`config.mk`:
```
export PLATFORM = sky130hd
export DESIGN_NAME = alu_input_sequencer
export DESIGN_NICKNAME = d
export VERILOG_FILES = /design/src/rtl/alu_pkg.sv /design/src/rtl/btn_debounce.sv /design/src/rtl/alu_input_sequencer.sv
export SDC_FILE = /design/constraint.sdc
export NUM_CORES = 1
export LEC_CHECK = 0
export CAP_MARGIN = 20
export CELL_PAD_IN_SITES_DETAIL_PLACEMENT = 0
export CELL_PAD_IN_SITES_GLOBAL_PLACEMENT = 1
export CORE_MARGIN = 5
export CORE_UTILIZATION = 32
export CTS_CLUSTER_SIZE = 10
export DETAILED_ROUTE_END_ITERATION = 10
export PLACE_DENSITY_LB_ADDON = 0.1
export SKIP_CTS_REPAIR_TIMING = 1
export SLEW_MARGIN = 40
export SYNTH_ARGS = -nofsm -noshare
export SYNTH_HDL_FRONTEND = slang
export SYNTH_SLANG_ARGS = --single-unit
export TNS_END_PERCENT = 50
```
`constraint.sdc`:
```
create_clock -name clk -period 1.68 [get_ports clk]
set_input_delay 0.336 -clock clk [delete_from_list [all_inputs] [get_ports clk]]
set_output_delay 0.336 -clock clk [all_outputs]
set_load 0.01 [all_outputs]
```
`src/rtl/alu_pkg.sv`:
```
// Shared definitions for the ALU input sequencer.
// Holds the opcode width and the operand-loading state encoding.
package alu_pkg;

    localparam int ALU_OP_W = 3;

    typedef enum logic [1:0] {
        LOAD_A  = 2'd0,
        LOAD_B  = 2'd1,
        LOAD_OP = 2'd2,
        READY   = 2'd3
    } seq_state_e;

endpackage

```
`src/rtl/btn_debounce.sv`:
```
// Active-low push button conditioner: 2-flop sync, optional debounce
// (INPUT_DEBOUNCE_EN), and a one-cycle press pulse on each debounced fall.
module btn_debounce #(
    parameter int DB_CYCLES = 500000
) (
    input  logic clk,
    input  logic rst,
    input  logic btn_n,
    output logic press
);

    logic       s1;
    logic       s2;
    logic       level;
    logic       prev;
    logic       armed;
    logic [1:0] live;

    // Bring the asynchronous button into the clock domain.
    always_ff @(posedge clk) begin
        if (rst) begin
            s1 <= 1'b1;
            s2 <= 1'b1;
        end else begin
            s1 <= btn_n;
            s2 <= s1;
        end
    end

    // Arm only after a real released sample, so a held press survives reset silently.
    always_ff @(posedge clk) begin
        if (rst) begin
            live  <= 2'b00;
            armed <= 1'b0;
        end else begin
            live <= {live[0], 1'b1};
            if (live[1] && s2)
                armed <= 1'b1;
        end
    end

`ifdef INPUT_DEBOUNCE_EN
    localparam int CW = $clog2(DB_CYCLES + 1);

    logic [CW-1:0] cnt;

    // Accept a new level only after it differs for DB_CYCLES straight cycles.
    always_ff @(posedge clk) begin
        if (rst) begin
            level <= 1'b1;
            cnt   <= '0;
        end else if (s2 != level) begin
            if (cnt == CW'(DB_CYCLES - 1)) begin
                level <= s2;
                cnt   <= '0;
            end else begin
                cnt <= cnt + CW'(1);
            end
        end else begin
            cnt <= '0;
        end
    end
`else
    logic unused_db;
    assign unused_db = (DB_CYCLES != 0);
    assign level     = s2;
`endif

    // Remember last level to find the 1->0 edge.
    always_ff @(posedge clk) begin
        if (rst)
            prev <= 1'b1;
        else
            prev <= level;
    end

    assign press = armed & prev & ~level;

endmodule

```
`src/rtl/alu_input_sequencer.sv`:
```
// Latches operand A, operand B and opcode from switches on button presses.
// Button debounce is compiled in when INPUT_DEBOUNCE_EN is defined.
module alu_input_sequencer
    import alu_pkg::*;
#(
    parameter int N         = 4,
    parameter int DB_CYCLES = 500000
) (
    input  logic                clk,
    input  logic                rst,
    input  logic [N-1:0]        data_sw,
    input  logic [ALU_OP_W-1:0] op_sw,
    input  logic                btn_load_n,
    input  logic                btn_clr_n,
    output logic [N-1:0]        a_o,
    output logic [N-1:0]        b_o,
    output logic [ALU_OP_W-1:0] op_o,
    output logic                valid_o,
    output logic [1:0]          state_o
);

    logic       load_ev;
    logic       clr_ev;
    seq_state_e state;

    btn_debounce #(.DB_CYCLES(DB_CYCLES)) u_load (
        .clk   (clk),
        .rst   (rst),
        .btn_n (btn_load_n),
        .press (load_ev)
    );

    btn_debounce #(.DB_CYCLES(DB_CYCLES)) u_clr (
        .clk   (clk),
        .rst   (rst),
        .btn_n (btn_clr_n),
        .press (clr_ev)
    );

    // Step through A, B, opcode on each load; clear overrides a same-cycle load.
    always_ff @(posedge clk) begin
        if (rst || clr_ev) begin
            state <= LOAD_A;
            a_o   <= '0;
            b_o   <= '0;
            op_o  <= '0;
        end else if (load_ev) begin
            unique case (state)
                LOAD_A: begin
                    a_o   <= data_sw;
                    state <= LOAD_B;
                end
                LOAD_B: begin
                    b_o   <= data_sw;
                    state <= LOAD_OP;
                end
                LOAD_OP: begin
                    op_o  <= op_sw;
                    state <= READY;
                end
                READY: begin
                    a_o   <= data_sw;
                    state <= LOAD_B;
                end
            endcase
        end
    end

    assign state_o = state;
    assign valid_o = (state == READY);

endmodule

```
* Yosys cells after proc, flatten, opt, wreduce, memory -nomap -nowiden
Index checks and enable logic that the tools add are counted.
** Cells by class
- Add/subtract/negate cells :: 0
- Multiply operators :: 0
- Div/mod/pow operators :: 0
- Order comparisons :: 0
- Eq/ne operators :: 3
- Shift-type cells :: 0
- Mux-type cells :: 3
- Bitwise logic cells :: 6
- Reductions and logical operators :: 8
** Operators with widths (count)
- 2-bit one-hot mux with 3 select lines :: 1
- 2-bit AND reduction :: 3
- 1-bit bitwise AND :: 4
- 2-bit equality test, second input constant :: 2
- 2-bit by 1-bit equality test with 1-bit output, second input constant :: 1
- 1-bit logical AND :: 2
- 2-bit logical NOT :: 1
- 1-bit two-way mux :: 2
- 1-bit NOT :: 2
- 2-bit OR reduction :: 1
- 1-bit logical OR :: 1
** Word-level totals
- Register bits :: 25
- Latch bits :: 0
- Memory bits (writable) :: 0
- Bits in read-only memories :: 0
- Input bits :: 11
- Output and inout bits :: 14
- Logic and storage cells :: 36
- Memories :: 0

* Longest topological paths before layout
- Depth in word-level cells :: 3
- Depth in mapped cells :: 5
- Gate-level depth less buffers :: 5

* Modules after synthesis
A second synthesis with hierarchy kept.
** Unflattened totals
- Cell total of the unflattened synthesis :: 92
- Area, all modules :: 957.2 um^2
** Modules (own cells, without submodules)
- alu_input_sequencer :: instances 1, cells an instance 62, area each 626.9 um^2
- btn_debounce :: instances 2, cells an instance 15, area each 165.2 um^2

* Worst setup path after synthesis
No wires, ideal clock.
- Path kind :: reg2reg
- Start point :: register state[0], in the netlist state_o[0]
- End point :: register a_o[0]
- Library setup time :: 0.120 ns
- Data arrival time :: 1.121 ns
- Slack :: 0.440 ns
- Cell stages (with the launch flop) :: 6
- Clock period less this slack :: 1.240 ns
- Cells stage by stage :: dfxtp_1 -> inv_1 -> ha_1 -> nand4b_1 -> nand2_1 -> a21oi_1
** Between the ends
- Longest elaborated chain between the ends :: 3
- Elaborated cells on any way between the ends :: 4
** RTL lines
- from (decl) :: RTL line alu_input_sequencer.sv:24 : seq_state_e state;
- from (signal assigned) :: RTL line alu_input_sequencer.sv:43 : state <= LOAD_A;
- from (signal assigned) :: RTL line alu_input_sequencer.sv:51 : state <= LOAD_B;
- from (signal assigned) :: RTL line alu_input_sequencer.sv:55 : state <= LOAD_OP;
- 2-bit equality test or 2-bit logical NOT (tied branches) :: RTL line alu_input_sequencer.sv:48 : unique case (state)
- 2-bit OR reduction (no source line) (*)
- 2-bit AND reduction (no source line) (*)
- to (signal assigned) :: RTL line alu_input_sequencer.sv:50 : a_o <= data_sw;
- to (signal assigned) :: RTL line alu_input_sequencer.sv:62 : a_o <= data_sw;
- to (decl) :: RTL line alu_input_sequencer.sv:15 : output logic [N-1:0] a_o,
Mark *: on every way between the ends. The rest lies on a longest branch, timed or not.
A chain may end at the register's enable or synchronous reset.

* Worst setup path after layout
- Start point :: register state[1], in the netlist state_o[1]
- End point :: output port state_o[1]
** RTL lines
- to (decl) :: RTL line alu_input_sequencer.sv:19 : output logic [1:0] state_o
No word-level cell between the ends.

==> out/metrics.yaml <==
route:
  wl_met2_um: 827
  firstDrtPassIters: 4
  routed.top_layer: "met4"
  wirelength_um: 1724
  vias: 651
  ant_nets: 0
  m1WireLength_um: 727
  met3_wirelength_um: 137
  viasPerCell: 4.552
  drtIter0Drc: 3
  avgRoutedWirePerCell_um: 12.06
  route.detailed.drc: 0
timing:
  setup_violations: 0
  timing.slew.headroom: 0.8085
  hold_viol_final: 0
  fin_skew_ns: 0.009145
  fmax_ghz: 0.6351
  tightest_slew_ns: 0.2857
  rsz0062_at_grt: "false"
  slew_viol_final: 0
  post-route-min-period_ns: 1.575
  tns_ns: 0
  finalCritPeriodShare: 0.9372
  worst_slack_ns: 0.1055
final_layout:
  fill_cells: 255
  n_antenna_cell: 0
  utilization: 0.4562
  drive_gt1_frac: 0.1327
  nets: 128
  syn2layout_area_growth_pct: 38.54
  stdcell_count: 143
clocking:
  cts-root-buf: "clkbuf_4"
  htreeDepth: 1
  tritoncts: "yes"
  cts_inserted_buffers: 3
  clkLatencyLatePin_ns: 0.32
  cts_sinks: 23
  path_clk_slew_ns: 0.13
  clk_path_buf_depth: 2
synthesis:
  synth_cell_types: 16
  ys_ff_latch: 23
  synthCells: 86
  syn-num-nets: 100
  synth_warnings: 0
  avgSynthCellArea_um2: 9.399
  synth_area_um2: 808.3
  seq_area_frac_synth: 0.5697
placed_design:
  dp_slack_ns: 0.2701
  globalplace.congestion: 0.7105
  hpwl_um: 1299
  port_buffers: 24
  numPlacedInstances: 139
pwr:
  power-per-cell-area_nw_per_um2: 794.7
  leakagePower_nw: 0.4103
  vdd.ir_drop.worst_mv: 0.6029
global_routing:
  antenna_found_initial: 0
  grt_pass1_wl_um: 2856
  grt_max_degree: 15
  overflow: 0
  track_usage: 0.1097
  grt_pass1_vias: 611
hold_path:
  min_path_type: "flop to flop"
  min-delay-start: "u_load.s1"
  whs_endpoint: "u_load.level"
  min_path_cells: 1
job:
  drv_cap: 0
floorplan:
  die_w_um: 60.26
  io_pins: 25
  die_y_um: 60.26
  initial_core_util: 0.3293
  floorplan.rows: 18
  coreArea_um2: 2455
  dieArea_um2: 3631
setup_path:
  startpoint_type: "flop"
  reg2reg_from: "state_o[1]"
  critical-path-top-delay-family: "buffers and inverters"
  path_class: "flop to output pin"
  worstRegToRegCells: 5
  rrSetupSlack_ns: 0.36
  rr_endpoint: "b_o[3]"
  crit_chain: "clkdlybuf4s50_1"
  endpoint_kind: "output pin"
  cpPeakStageDelay_ns: 0.53
  cp.buffers_inverters: 1
  crit_path_max_fanout: 5
  cp.required_ns: 1.34
  critical_path.slowest_cell: "clkdlybuf4s50_1"
  cp.arrival_ns: 1.24
status:
  status: "finished, final reports clean"
==> Yosys cell counts <==
master | count | share of area
and3b_2 | 1 | 0.012
or2_2 | 6 | 0.046
buf_2 | 1 | 0.0062
nand2_1 | 12 | 0.056
nor2_1 | 4 | 0.019
dfxtp_1 | 23 | 0.57
buf_6 | 1 | 0.014
o21ai_0 | 2 | 0.012
nand4b_1 | 3 | 0.033
a21oi_1 | 13 | 0.080
clkbuf_2 | 1 | 0.0062
nor2b_1 | 1 | 0.0077
nand3b_1 | 1 | 0.0093
inv_1 | 3 | 0.014
nand3_1 | 11 | 0.068
ha_1 | 3 | 0.046
==> layout by cell type, fill, tap and decap left out <==
cell,instances
dfxtp_1,21
nor2b_1,1
clkbuf_4,3
inv_1,3
clkdlybuf4s50_1,23
nand3b_1,1
nand4b_1,3
nor2_1,4
nand2_1,12
a21oi_1,13
dlymetal6s2s_1,1
o21ai_0,2
or2_2,6
ha_1,3
clkinvlp_4,1
nand3_1,11
dfxtp_4,2
and3b_2,1
buf_4,2
==> how the worst max path moves through the flow <==
stage                    start    endpoint  slack, ns  depth (start not counted)
floorplan           state_o[0]      a_o[0]       0.44                          5
global placement    state_o[1]     valid_o       0.27                          2
detailed placement  state_o[1]     valid_o       0.27                          2
CTS                 state_o[1]     valid_o      -0.11                          2
global route        state_o[0]  state_o[0]       0.04                          1
finish              state_o[1]  state_o[1]       0.11                          1
==> cell type report <==
cell class	instances	area (um2)	area share
clock buffer	3	22.52	0.02011
timing repair buffer	26	257.7	0.2302
multi-input combinational	57	315.3	0.2816
tap	30	37.54	0.03352
sequential	23	467.9	0.4179
clock inverter	1	7.507	0.006704
inverter	3	11.26	0.01006
==> registers in the layout, summed over array words and instances (netlist names) <==
name          flops
a_o               4
b_o               4
op_o              3
state_o           2
u_clr.armed       1
u_clr.level       1
u_clr.live        1
u_clr.prev        1
u_clr.s1          1
u_load.armed      1
u_load.level      1
u_load.live       1
u_load.prev       1
u_load.s1         1
==> layer usage <==
layer,GRT usage,vias to the layer above
met1,0.1260,289
met2,0.1698,15
li1,-,343
met3,0.04968,4
met5,0,-
met4,0.05696,0
==> cell families (layout without fill, tap and decap cells) <==
logic type	after synthesis	in the layout	share of synthesized area
fa+ha+maj	3	3	0.04644
simple gates	39	39	0.2508
buf+inv	6	33	0.04023
compound gates	15	15	0.09288
flops	23	23	0.5697
==> power by group <==
| group | leakage [nW] | internal [mW] | total, mW | switching, mW |
|---|---|---|---|---|
| registers | 0.189 | 0.556 | 0.565 | 0.00807 |
| logic | 0.207 | 0.0380 | 0.0620 | 0.0240 |
| clock network | 0.0139 | 0.0910 | 0.263 | 0.172 |
| total | 0.410 | 0.685 | 0.890 | 0.204 |
==> per-stage QoR <==
| stage | cell area (um2) | power, mW | hold slack [ns] |
|---|---|---|---|
| 3_3_place_gp | 1080 | 0.6425 | 0.3956 |
| 2_1_floorplan | 808.3 | 0.6042 | 0.3895 |
| 6_report | 1120 | 0.8899 | 0.4284 |
| 5_1_grt | 1120 | 0.9345 | 0.4445 |
| 4_1_cts | 1110 | 0.9037 | 0.4340 |
| 3_5_place_dp | 1080 | 0.6427 | 0.3973 |
(Power assumes the default switching activity.)
